$ cat src/rtl/control_sequencer.sv
// rtl/control_sequencer.sv - fetch/decode/execute controller for ArithmeticLogicUnitSystem
// Two-byte fetch into IR, single-cycle execute micro-ops, retired-instruction counter.
module control_sequencer #(
    parameter int CNT_W = 16
) (
    input  logic             Clock,
    input  logic             Reset,
    input  logic [15:0]      IROut,
    input  logic [3:0]       ALUOutFlag,
    output logic [2:0]       RF_OutASel,
    output logic [2:0]       RF_OutBSel,
    output logic [2:0]       RF_FunSel,
    output logic [3:0]       RF_RegSel,
    output logic [3:0]       RF_ScrSel,
    output logic [2:0]       ARF_FunSel,
    output logic [2:0]       ARF_RegSel,
    output logic [1:0]       ARF_OutCSel,
    output logic [1:0]       ARF_OutDSel,
    output logic [4:0]       ALU_FunSel,
    output logic             ALU_WF,
    output logic             IR_LH,
    output logic             IR_Write,
    output logic             Mem_CS,
    output logic             Mem_WR,
    output logic [1:0]       MuxASel,
    output logic [1:0]       MuxBSel,
    output logic             MuxCSel,
    output logic [2:0]       SeqState,
    output logic [CNT_W-1:0] InstrCount
);

    typedef enum logic [2:0] {
        S_INIT    = 3'd0,
        S_FETCH_L = 3'd1,
        S_FETCH_H = 3'd2,
        S_EXEC    = 3'd3,
        S_HALT    = 3'd4
    } state_t;

    localparam logic [5:0] OP_BRA = 6'h00;
    localparam logic [5:0] OP_BNE = 6'h01;
    localparam logic [5:0] OP_LDI = 6'h02;
    localparam logic [5:0] OP_INC = 6'h03;
    localparam logic [5:0] OP_DEC = 6'h04;
    localparam logic [5:0] OP_ADD = 6'h05;
    localparam logic [5:0] OP_LD  = 6'h06;
    localparam logic [5:0] OP_ST  = 6'h07;
    localparam logic [5:0] OP_HLT = 6'h3F;

    localparam logic [2:0] FUN_DEC   = 3'b000;
    localparam logic [2:0] FUN_INC   = 3'b001;
    localparam logic [2:0] FUN_LOAD  = 3'b010;
    localparam logic [2:0] FUN_CLEAR = 3'b011;

    state_t           r_state;
    logic [CNT_W-1:0] r_instr_count;

    logic [5:0] w_opcode;
    logic [1:0] w_rsel;
    logic [1:0] w_sreg;
    logic [3:0] w_rf_onehot;
    logic       w_zero;
    logic       w_unused;

    assign w_opcode    = IROut[15:10];
    assign w_rsel      = IROut[9:8];
    assign w_sreg      = IROut[1:0];
    assign w_rf_onehot = 4'b1000 >> w_rsel;
    assign w_zero      = ALUOutFlag[3];
    // Immediate/address byte reaches the datapath through the muxes, not through control.
    assign w_unused    = ^{IROut[7:2], ALUOutFlag[2:0]};

    assign SeqState   = r_state;
    assign InstrCount = r_instr_count;

    always_ff @(posedge Clock) begin
        if (Reset) begin
            r_state       <= S_INIT;
            r_instr_count <= '0;
        end else begin
            case (r_state)
                S_INIT:    r_state <= S_FETCH_L;
                S_FETCH_L: r_state <= S_FETCH_H;
                S_FETCH_H: r_state <= S_EXEC;
                S_EXEC: begin
                    r_instr_count <= r_instr_count + 1'b1;
                    r_state       <= (w_opcode == OP_HLT) ? S_HALT : S_FETCH_L;
                end
                S_HALT:    r_state <= S_HALT;
                default:   r_state <= S_INIT;
            endcase
        end
    end

    always_comb begin
        RF_OutASel  = 3'b000;
        RF_OutBSel  = 3'b000;
        RF_FunSel   = 3'b000;
        RF_RegSel   = 4'b0000;
        RF_ScrSel   = 4'b0000;
        ARF_FunSel  = 3'b000;
        ARF_RegSel  = 3'b000;
        ARF_OutCSel = 2'b00;
        ARF_OutDSel = 2'b00;
        ALU_FunSel  = 5'b00000;
        ALU_WF      = 1'b0;
        IR_LH       = 1'b0;
        IR_Write    = 1'b0;
        Mem_CS      = 1'b1;
        Mem_WR      = 1'b0;
        MuxASel     = 2'b00;
        MuxBSel     = 2'b00;
        MuxCSel     = 1'b0;

        if (!Reset) begin
            case (r_state)
                S_INIT: begin
                    ARF_FunSel = FUN_CLEAR;
                    ARF_RegSel = 3'b111;
                    RF_FunSel  = FUN_CLEAR;
                    RF_RegSel  = 4'b1111;
                end
                S_FETCH_L, S_FETCH_H: begin
                    ARF_OutDSel = 2'b00;
                    Mem_CS      = 1'b0;
                    Mem_WR      = 1'b0;
                    IR_Write    = 1'b1;
                    IR_LH       = (r_state == S_FETCH_H);
                    ARF_FunSel  = FUN_INC;
                    ARF_RegSel  = 3'b100;
                end
                S_EXEC: begin
                    case (w_opcode)
                        OP_BRA: begin
                            MuxBSel    = 2'b11;
                            ARF_FunSel = FUN_LOAD;
                            ARF_RegSel = 3'b100;
                        end
                        OP_BNE: begin
                            if (!w_zero) begin
                                MuxBSel    = 2'b11;
                                ARF_FunSel = FUN_LOAD;
                                ARF_RegSel = 3'b100;
                            end
                        end
                        OP_LDI: begin
                            MuxASel   = 2'b11;
                            RF_FunSel = FUN_LOAD;
                            RF_RegSel = w_rf_onehot;
                        end
                        OP_INC: begin
                            RF_FunSel = FUN_INC;
                            RF_RegSel = w_rf_onehot;
                        end
                        OP_DEC: begin
                            RF_FunSel = FUN_DEC;
                            RF_RegSel = w_rf_onehot;
                        end
                        OP_ADD: begin
                            RF_OutASel = {1'b1, w_rsel};
                            RF_OutBSel = {1'b1, w_sreg};
                            ALU_FunSel = 5'b10100;
                            ALU_WF     = 1'b1;
                            MuxASel    = 2'b00;
                            RF_FunSel  = FUN_LOAD;
                            RF_RegSel  = w_rf_onehot;
                        end
                        OP_LD: begin
                            ARF_OutDSel = 2'b10;
                            Mem_CS      = 1'b0;
                            Mem_WR      = 1'b0;
                            MuxASel     = 2'b10;
                            RF_FunSel   = FUN_LOAD;
                            RF_RegSel   = w_rf_onehot;
                        end
                        OP_ST: begin
                            RF_OutASel  = {1'b1, w_rsel};
                            ALU_FunSel  = 5'b10000;
                            MuxCSel     = 1'b0;
                            ARF_OutDSel = 2'b10;
                            Mem_CS      = 1'b0;
                            Mem_WR      = 1'b1;
                        end
                        default: ;
                    endcase
                end
                default: ;
            endcase
        end
    end

endmodule

$ cat config.mk
export PLATFORM = sky130hd
export DESIGN_NAME = control_sequencer
export DESIGN_NICKNAME = d
export VERILOG_FILES = /design/src/rtl/control_sequencer.sv
export SDC_FILE = /design/constraint.sdc
export NUM_CORES = 1
export LEC_CHECK = 0
export ABC_CLOCK_PERIOD_IN_PS = 1700
export CORE_ASPECT_RATIO = 1.75
export CORE_MARGIN = 5
export CORE_UTILIZATION = 37
export CTS_BUF_LIST = sky130_fd_sc_hd__clkbuf_8
export CTS_CLUSTER_DIAMETER = 40
export DETAILED_ROUTE_END_ITERATION = 7
export GPL_TIMING_DRIVEN = 0
export PLACE_DENSITY = 0.83
export SETUP_SLACK_MARGIN = 0.2
export SYNTH_ARGS = -nofsm -noshare
export SYNTH_HDL_FRONTEND = slang
export SYNTH_SLANG_ARGS = --single-unit
$ cat constraint.sdc
create_clock -name Clock -period 1.7 [get_ports Clock]
set_clock_uncertainty 0.05 [all_clocks]
set_input_delay 0.17 -clock Clock [delete_from_list [all_inputs] [get_ports Clock]]
set_output_delay 0.17 -clock Clock [all_outputs]
set_load 0.01 [all_outputs]
==> results of run 1 <==
==> routing by layer <==
| metal | track usage [%] | vias up | part of all wire [%] |
|---|---|---|---|
| li1 | - | 742 | - |
| met1 | 18.90 | 765 | 33 |
| met2 | 35.87 | 102 | 54 |
| met3 | 7.229 | 20 | 9.5 |
| met4 | 9.070 | 0 | 4.0 |
| met5 | 0 | - | 0 |
==> logic make-up after synthesis <==
kind of cell	after synthesis	synth area share, %
buffers and inverters	29	15.32
DFF	19	30.64
xor gates and xnor gates	10	7.056
other	1	0.3021
AOI/OAI and AO/OA	24	10.68
and+or+nand+nor	78	34.98
adders and majority gates	1	1.008
==> critical path: cells and delay by family (launching register included) <==
kind	cells	cell delay (ns)
AND/OR/NAND/NOR	4	0.81
flip-flops	1	0.33
buffers and inverters	3	0.37
==> what timing repair did <==
action | CTS | global route
setup buffers | 16 | 15
gates resized for setup | 163 | 48
gates cloned | 0 | 0
endpoints found under the setup margin | 45 | 38
pin swaps | 14 | 26
hold buffers | 0 | 0
==> flip-flops by register name, summed over array words and instances (netlist names) <==
register,count
SeqState,3
InstrCount,16
==> report_power, final <==
| part | internal (mW) | switching (mW) |
|---|---|---|
| clock | 0.160 | 0.142 |
| combinational | 0.169 | 0.174 |
| sequential | 0.455 | 0.0146 |
| total | 0.785 | 0.331 |
==> cell type report <==
type | count | area, sq um
sequential | 19 | 395.4
timing repair buffer | 91 | 834.6
fill | 213 | 835.8
buffer | 25 | 215.2
inverter | 4 | 15.01
clock inverter | 1 | 3.754
multi-input combinational | 126 | 930.9
clock buffer | 3 | 41.29
tap | 45 | 56.30
==> cells in the final DEF, fill, tap and decap left out, types with 2 or more instances in the layout <==
| master | count |
|---|---|
| a21o_1 | 2 |
| nand4_1 | 6 |
| inv_1 | 3 |
| and3_4 | 2 |
| or3_4 | 3 |
| and2_4 | 3 |
| clkdlybuf4s50_1 | 23 |
| buf_6 | 32 |
| o21ai_1 | 3 |
| nand2b_1 | 2 |
| nor2_1 | 12 |
| dlymetal6s2s_1 | 5 |
| nor2_4 | 2 |
| a21oi_2 | 4 |
| and3_1 | 2 |
| nor3_1 | 2 |
| buf_4 | 36 |
| or3_1 | 2 |
| nor3_4 | 3 |
| xnor2_1 | 4 |
| xor2_1 | 6 |
| nand2_2 | 6 |
| nand3_2 | 2 |
| o21ai_0 | 7 |
| nor2_2 | 3 |
| nand2_1 | 6 |
| nand3_4 | 3 |
| inv_2 | 2 |
| a21oi_1 | 5 |
| dlygate4sd2_1 | 3 |
| buf_2 | 13 |
| clkbuf_8 | 3 |
| nor3_2 | 2 |
| dfxtp_2 | 9 |
| and2_1 | 3 |
| conb_1 | 13 |
| clkdlybuf4s15_2 | 2 |
| dfxtp_1 | 9 |
| nand3_1 | 2 |
==> cells in the mapped netlist, drive strengths merged <==
cell / n / share of area [%]
xor2: 6 / 4.2
nor4b: 1 / 0.71
and4b: 2 / 1.9
nor3: 7 / 2.8
conb: 1 / 0.30
and2: 7 / 3.6
a21boi: 1 / 0.61
nand2b: 2 / 1.0
o31ai: 2 / 1.2
or3: 5 / 2.6
dfxtp: 19 / 31
nand4: 6 / 3.0
and4: 1 / 0.71
and3b: 1 / 0.71
or4: 1 / 0.61
nand3: 7 / 3.8
nand2: 13 / 3.9
nor3b: 1 / 0.61
a21oi: 9 / 3.6
o21ai: 10 / 4.0
nor4: 2 / 1.0
inv: 4 / 1.2
a21o: 2 / 1.2
clkbuf: 1 / 0.30
buf: 24 / 14
and3: 4 / 2.0
xnor2: 4 / 2.8
nand4b: 1 / 0.71
nor2: 17 / 5.1
ha: 1 / 1.0
==> stage by stage <==
| step | area, sq um | hold slack [ns] |
|---|---|---|
| 4_1_cts | 2223 | 0.4547 |
| 3_5_place_dp | 1992 | 0.4404 |
| 6_report | 2492 | 0.4528 |
| 5_1_grt | 2492 | 0.4713 |
| 2_1_floorplan | 1335 | 0.3047 |
| 3_3_place_gp | 1992 | 0.4128 |
==> worst paths after layout <==
path | endpoint | slack (ns) | cells past startpoint
worst min-delay path | InstrCount[15] | 0.45 | 2
worst min register to register | InstrCount[15] | 0.45 | 2
worst max register to register | InstrCount[15] | -0.11 | 6
worst max-delay path | RF_OutBSel[1] | -0.28 | 7
==> run metrics, run 1 <==
Min-Delay Path Class=register to register; post-layout min period=1.984 ns; Worst Setup Slack, final=-0.2841 ns; nets=293; RSZ-0062 raised after global routing=true; Mapped Area=1241 sq um; PwrDens=447.5 nW/um^2; Mapped Avg Cell Area=7.662 sq um; vias in the first global route=1,619; Final setup violation count=24; Cell variety after synth=37; antenna viol nets, final=0; Hold Fails Final Rpt=0; crit path cell chain=buf_6 > and3b_2 > nand2_4 > nor3_4 > buf_6 > and2_4 > buf_6; static leakage=1.150 nW; diode count=0; I/O Buffers=60; status=complete, but fails checks; clk root buf=clkbuf_8; Critical Path Start=SeqState[2]; cells after synthesis=162; Vias per Instance=5.188; layout cells sized above 1=53.16%; Yosys reg bits=19; Ys Warns=0; DR pass1 iterations=4; Top cell by count, worst path=buf_6; clock latency on the worst-skew pair=0.25 ns; Layout Cells excl Fill=314; required time of the critical path=1.48 ns; R2R Path Start=SeqState[2]; Tot Pwr=1.115 mW; Core Util, Final=74.89%; Placer Congestion=0.8170; initial drt markers=31; DR vias=1,629; global route overflow=0; row count=28; DRC Markers=0; die span in x=53.78 um; sequential area share after synthesis=30.65%; CTS tree=done; clk buf depth=2; Post-Place Worst Slack=-0.8323 ns; CP max stage delay=0.33 ns; placed instance count=279; Critical Path AT=1.76 ns; Core Box Area=3328 sq um; I/O pins=83; Post-DP HPWL=2925 um; die area=4658 sq um; Area Overhead vs Synth=100.8%; largest net degree at the start of global routing=11; detailed-route wire length per cell=16.32 um; HP Start=InstrCount[15]; final wirelength=5124 um; setup TNS=-3.066 ns; failing checks=setup timing; CTS Sinks=19; Max H-tree Level=1; Max Cap Violations=0; Slew Limit Fails=0; initial core utilization=37.29%; worst vdd ir=0.2931 mV; part of the cycle the worst path needs=116.7%; Crit-path slowest cell=dfxtp_2; Setup CP Type=register to primary output; GR Util All Layers=19.88%; Startpoint Class=register; crit-path max FO=5; Fmax achieved=504.0 MHz; CTS clk-pin slew, worst paths=0.06 ns; first-pass GRT wire length=7086 um; Inserted Clock Buffers=3; CP Capture Type=primary output; antenna violations before repair=0; DIE HEIGHT=86.62 um
(Power assumes the default switching activity.)
==> run 2: changes to the inputs <==
- ABC_CLOCK_PERIOD_IN_PS: 1700 -> 2440
- CORE_UTILIZATION: 37 -> 40
- PLACE_DENSITY: 0.83 -> 0.89
- SKIP_LAST_GASP: unset -> 1
- clock period: 1.7 -> 2.44 ns (I/O delays scaled with it)
==> run metrics, run 2 (synthesis gave the netlist of run 1 again) <==
Min-Delay Path Class=register to register; DR pass1 iterations=4 (unchanged); fillers=242 (+14%); CTS Sinks=19 (unchanged); Hold-fix buffers, CTS=0 (unchanged); met1 Use GR=17.47% (-1.4 points); antenna viol nets, final=0 (unchanged); most used routing layer in global routing=met2; CTS clk-pin slew, worst paths=0.08 ns (+0.02 ns); required time of the critical path=2.15 ns (+0.67 ns); Crit-path slowest cell=clkdlybuf4s50_1; Worst Setup Slack, final=0.06261 ns (+0.3467 ns); detailed-route wire length per cell=13.56 um (-17%); FF-to-FF End=InstrCount[14]; CP delay by family, top=simple AND/OR/NAND/NOR gates; Tot Pwr=0.7385 mW (-34%); vias in the first global route=1,468 (-9.3%); diode count=0 (unchanged); global route overflow=0 (unchanged); CP max stage delay=0.54 ns (+0.21 ns); global-route met3 utilization=7.692% (+0.46 points); largest net degree at the start of global routing=12 (+1); initial drt markers=37 (+19%); Core Box Area=2960 sq um (-11%); Fmax achieved=420.6 MHz; Hold Fails Final Rpt=0 (unchanged); reg-to-reg slack, setup=0.72 ns (+0.83 ns); Setup CP Type=register to primary output; worst vdd ir=0.2057 mV (-30%); Final setup violation count=0 (-100%); HP Start=InstrCount[15]; Max Cap Violations=0 (unchanged); Worst Hold Depth=2 (unchanged); GR Layer Usage met2=32.07% (-3.8 points); GR Util All Layers=18.18% (-1.7 points); I/O pins=83 (unchanged); Post-Place Worst Slack=-0.3279 ns (+0.5044 ns); Worst Path Buf+Inv=2 (-1); Startpoint Class=register; number of flip-flops under the largest register name=16 (unchanged); I/O Buffers=60 (unchanged); Post-DP HPWL=2900 um (-0.86%); die area=4361 sq um (-6.4%); DR vias=1,440 (-12%); clock latency on the worst-skew pair=0.26 ns (about the same); CTS tree=done; Core Util, Final=70.08% (-4.8 points); Slew Limit Fails=0 (unchanged); crit-path max FO=10 (+5); final wirelength=3931 um (-23%); Hold Path End=InstrCount[15]; Placer Congestion=0.7870 (-3.7%); DIE HEIGHT=83.69 um (-3.4%); nets=272 (-7.2%); Critical Path AT=2.08 ns (+0.32 ns); DRC Markers=0 (unchanged); static leakage=1.014 nW (-12%); clk root buf=clkbuf_8; crit path cell chain=buf_4 > and3b_2 > nand2_2 > nor3_4 > and2_1 > clkdlybuf4s50_1; Vias per Instance=4.966 (-4.3%); first-pass GRT wire length=6244 um (-12%); initial core utilization=41.93% (+4.6 points); post-layout min period=2.377 ns; layout cells sized above 1=22.58% (-31 points); Area Overhead vs Synth=67.14%; Max H-tree Level=1 (unchanged); PwrDens=356.0 nW/um^2 (-20%); CP Capture Type=primary output; reg2reg path depth=6 (unchanged); R2R Path Start=InstrCount[0]; RSZ-0062 raised after global routing=true; Inserted Clock Buffers=3 (unchanged); part of the cycle the worst path needs=97.43%; row count=26 (-7.1%); status=complete, no violations; antenna violations before repair=0 (unchanged); most frequent cells in the layout=buf_4 (32), clkdlybuf4s50_1 (31), dfxtp_1 (19); die span in x=52.11 um (-3.1%); commonest non-fill, non-tap cell in the layout=buf_4; clk buf depth=2 (unchanged); Critical Path Start=SeqState[2]
-- run 2: cell count changes in the layout (fill, tap and decap cells not counted), sizes merged, moves of 2 or more --
| cell | before | now |
|---|---|---|
| dlymetal6s2s | 5 | 7 |
| dlygate4sd2 | 3 | 16 |
| buf | 81 | 36 |
| clkdlybuf4s50 | 23 | 31 |
| clkbuf | 5 | 8 |
| clkdlybuf4s15 | 2 | 0 |
-- run 2: what timing repair did --
item / 4_1_cts / 5_1_grt
resized for setup: 33 / 27
pin swaps: 4 / 5
setup buffers: 5 / 5
setup endpoints to repair: 24 / 15
-- run 2: worst max-delay path by stage --
stage	to	depth (start not counted)
after floorplan	RF_OutBSel[0]	5
after global placement	RF_OutBSel[0]	6
after detailed placement	RF_OutBSel[1]	6
after CTS	RF_RegSel[3]	6
after global routing	RF_OutBSel[0]	6
final	RF_OutBSel[0]	6
-- run 2: area by class of cell --
cell class,instances,area [sq um],share of cell area (%)
clock inverters,1,5.005,0.2413
flip-flops and latches,19,380.4,18.34
multi-input cells,126,758.2,36.55
repair buffers,70,643.1,31.00
well taps,42,52.55,2.533
inverters,4,15.01,0.7238
plain buffers,25,178.9,8.625
clock buffers,3,41.29,1.990
-- run 2: worst reg2reg max path: cells and delay by family, from the launching register on --
family | cells | cell delay [ns]
adders and majority gates | 1 | 0.18
and+or+nand+nor | 3 | 0.70
DFF | 1 | 0.44
AOI/OAI and AO/OA | 1 | 0.14
buffers and inverters | 1 | 0.13
-- run 2: report_power, final --
group	total, mW	internal (mW)	switching [mW]	leakage [nW]
registers	0.325	0.316	0.00933	0.154
clock network	0.221	0.114	0.107	0.0255
logic	0.193	0.0969	0.0956	0.835
-- run 2: per-stage QoR --
step	cell area, sq um	hold slack [ns]	std cells	TNS [ns]
after floorplan	1286	0.3787	174	0
after global placement	1939	0.4126	276	-1.519
after detailed placement	1939	0.4306	276	-2.226
after CTS	2036	0.4398	285	0
after global routing	2074	0.4564	290	-0.03095
final	2074	0.4335	290	0
-- run 2: layer usage --
layer	part of all wire, %	vias up	wire length (um)
met5	0	-	0
met4	3.5	0	137
met3	11	13	444
met2	50	76	1963
met1	35	647	1385
li1	-	704	-
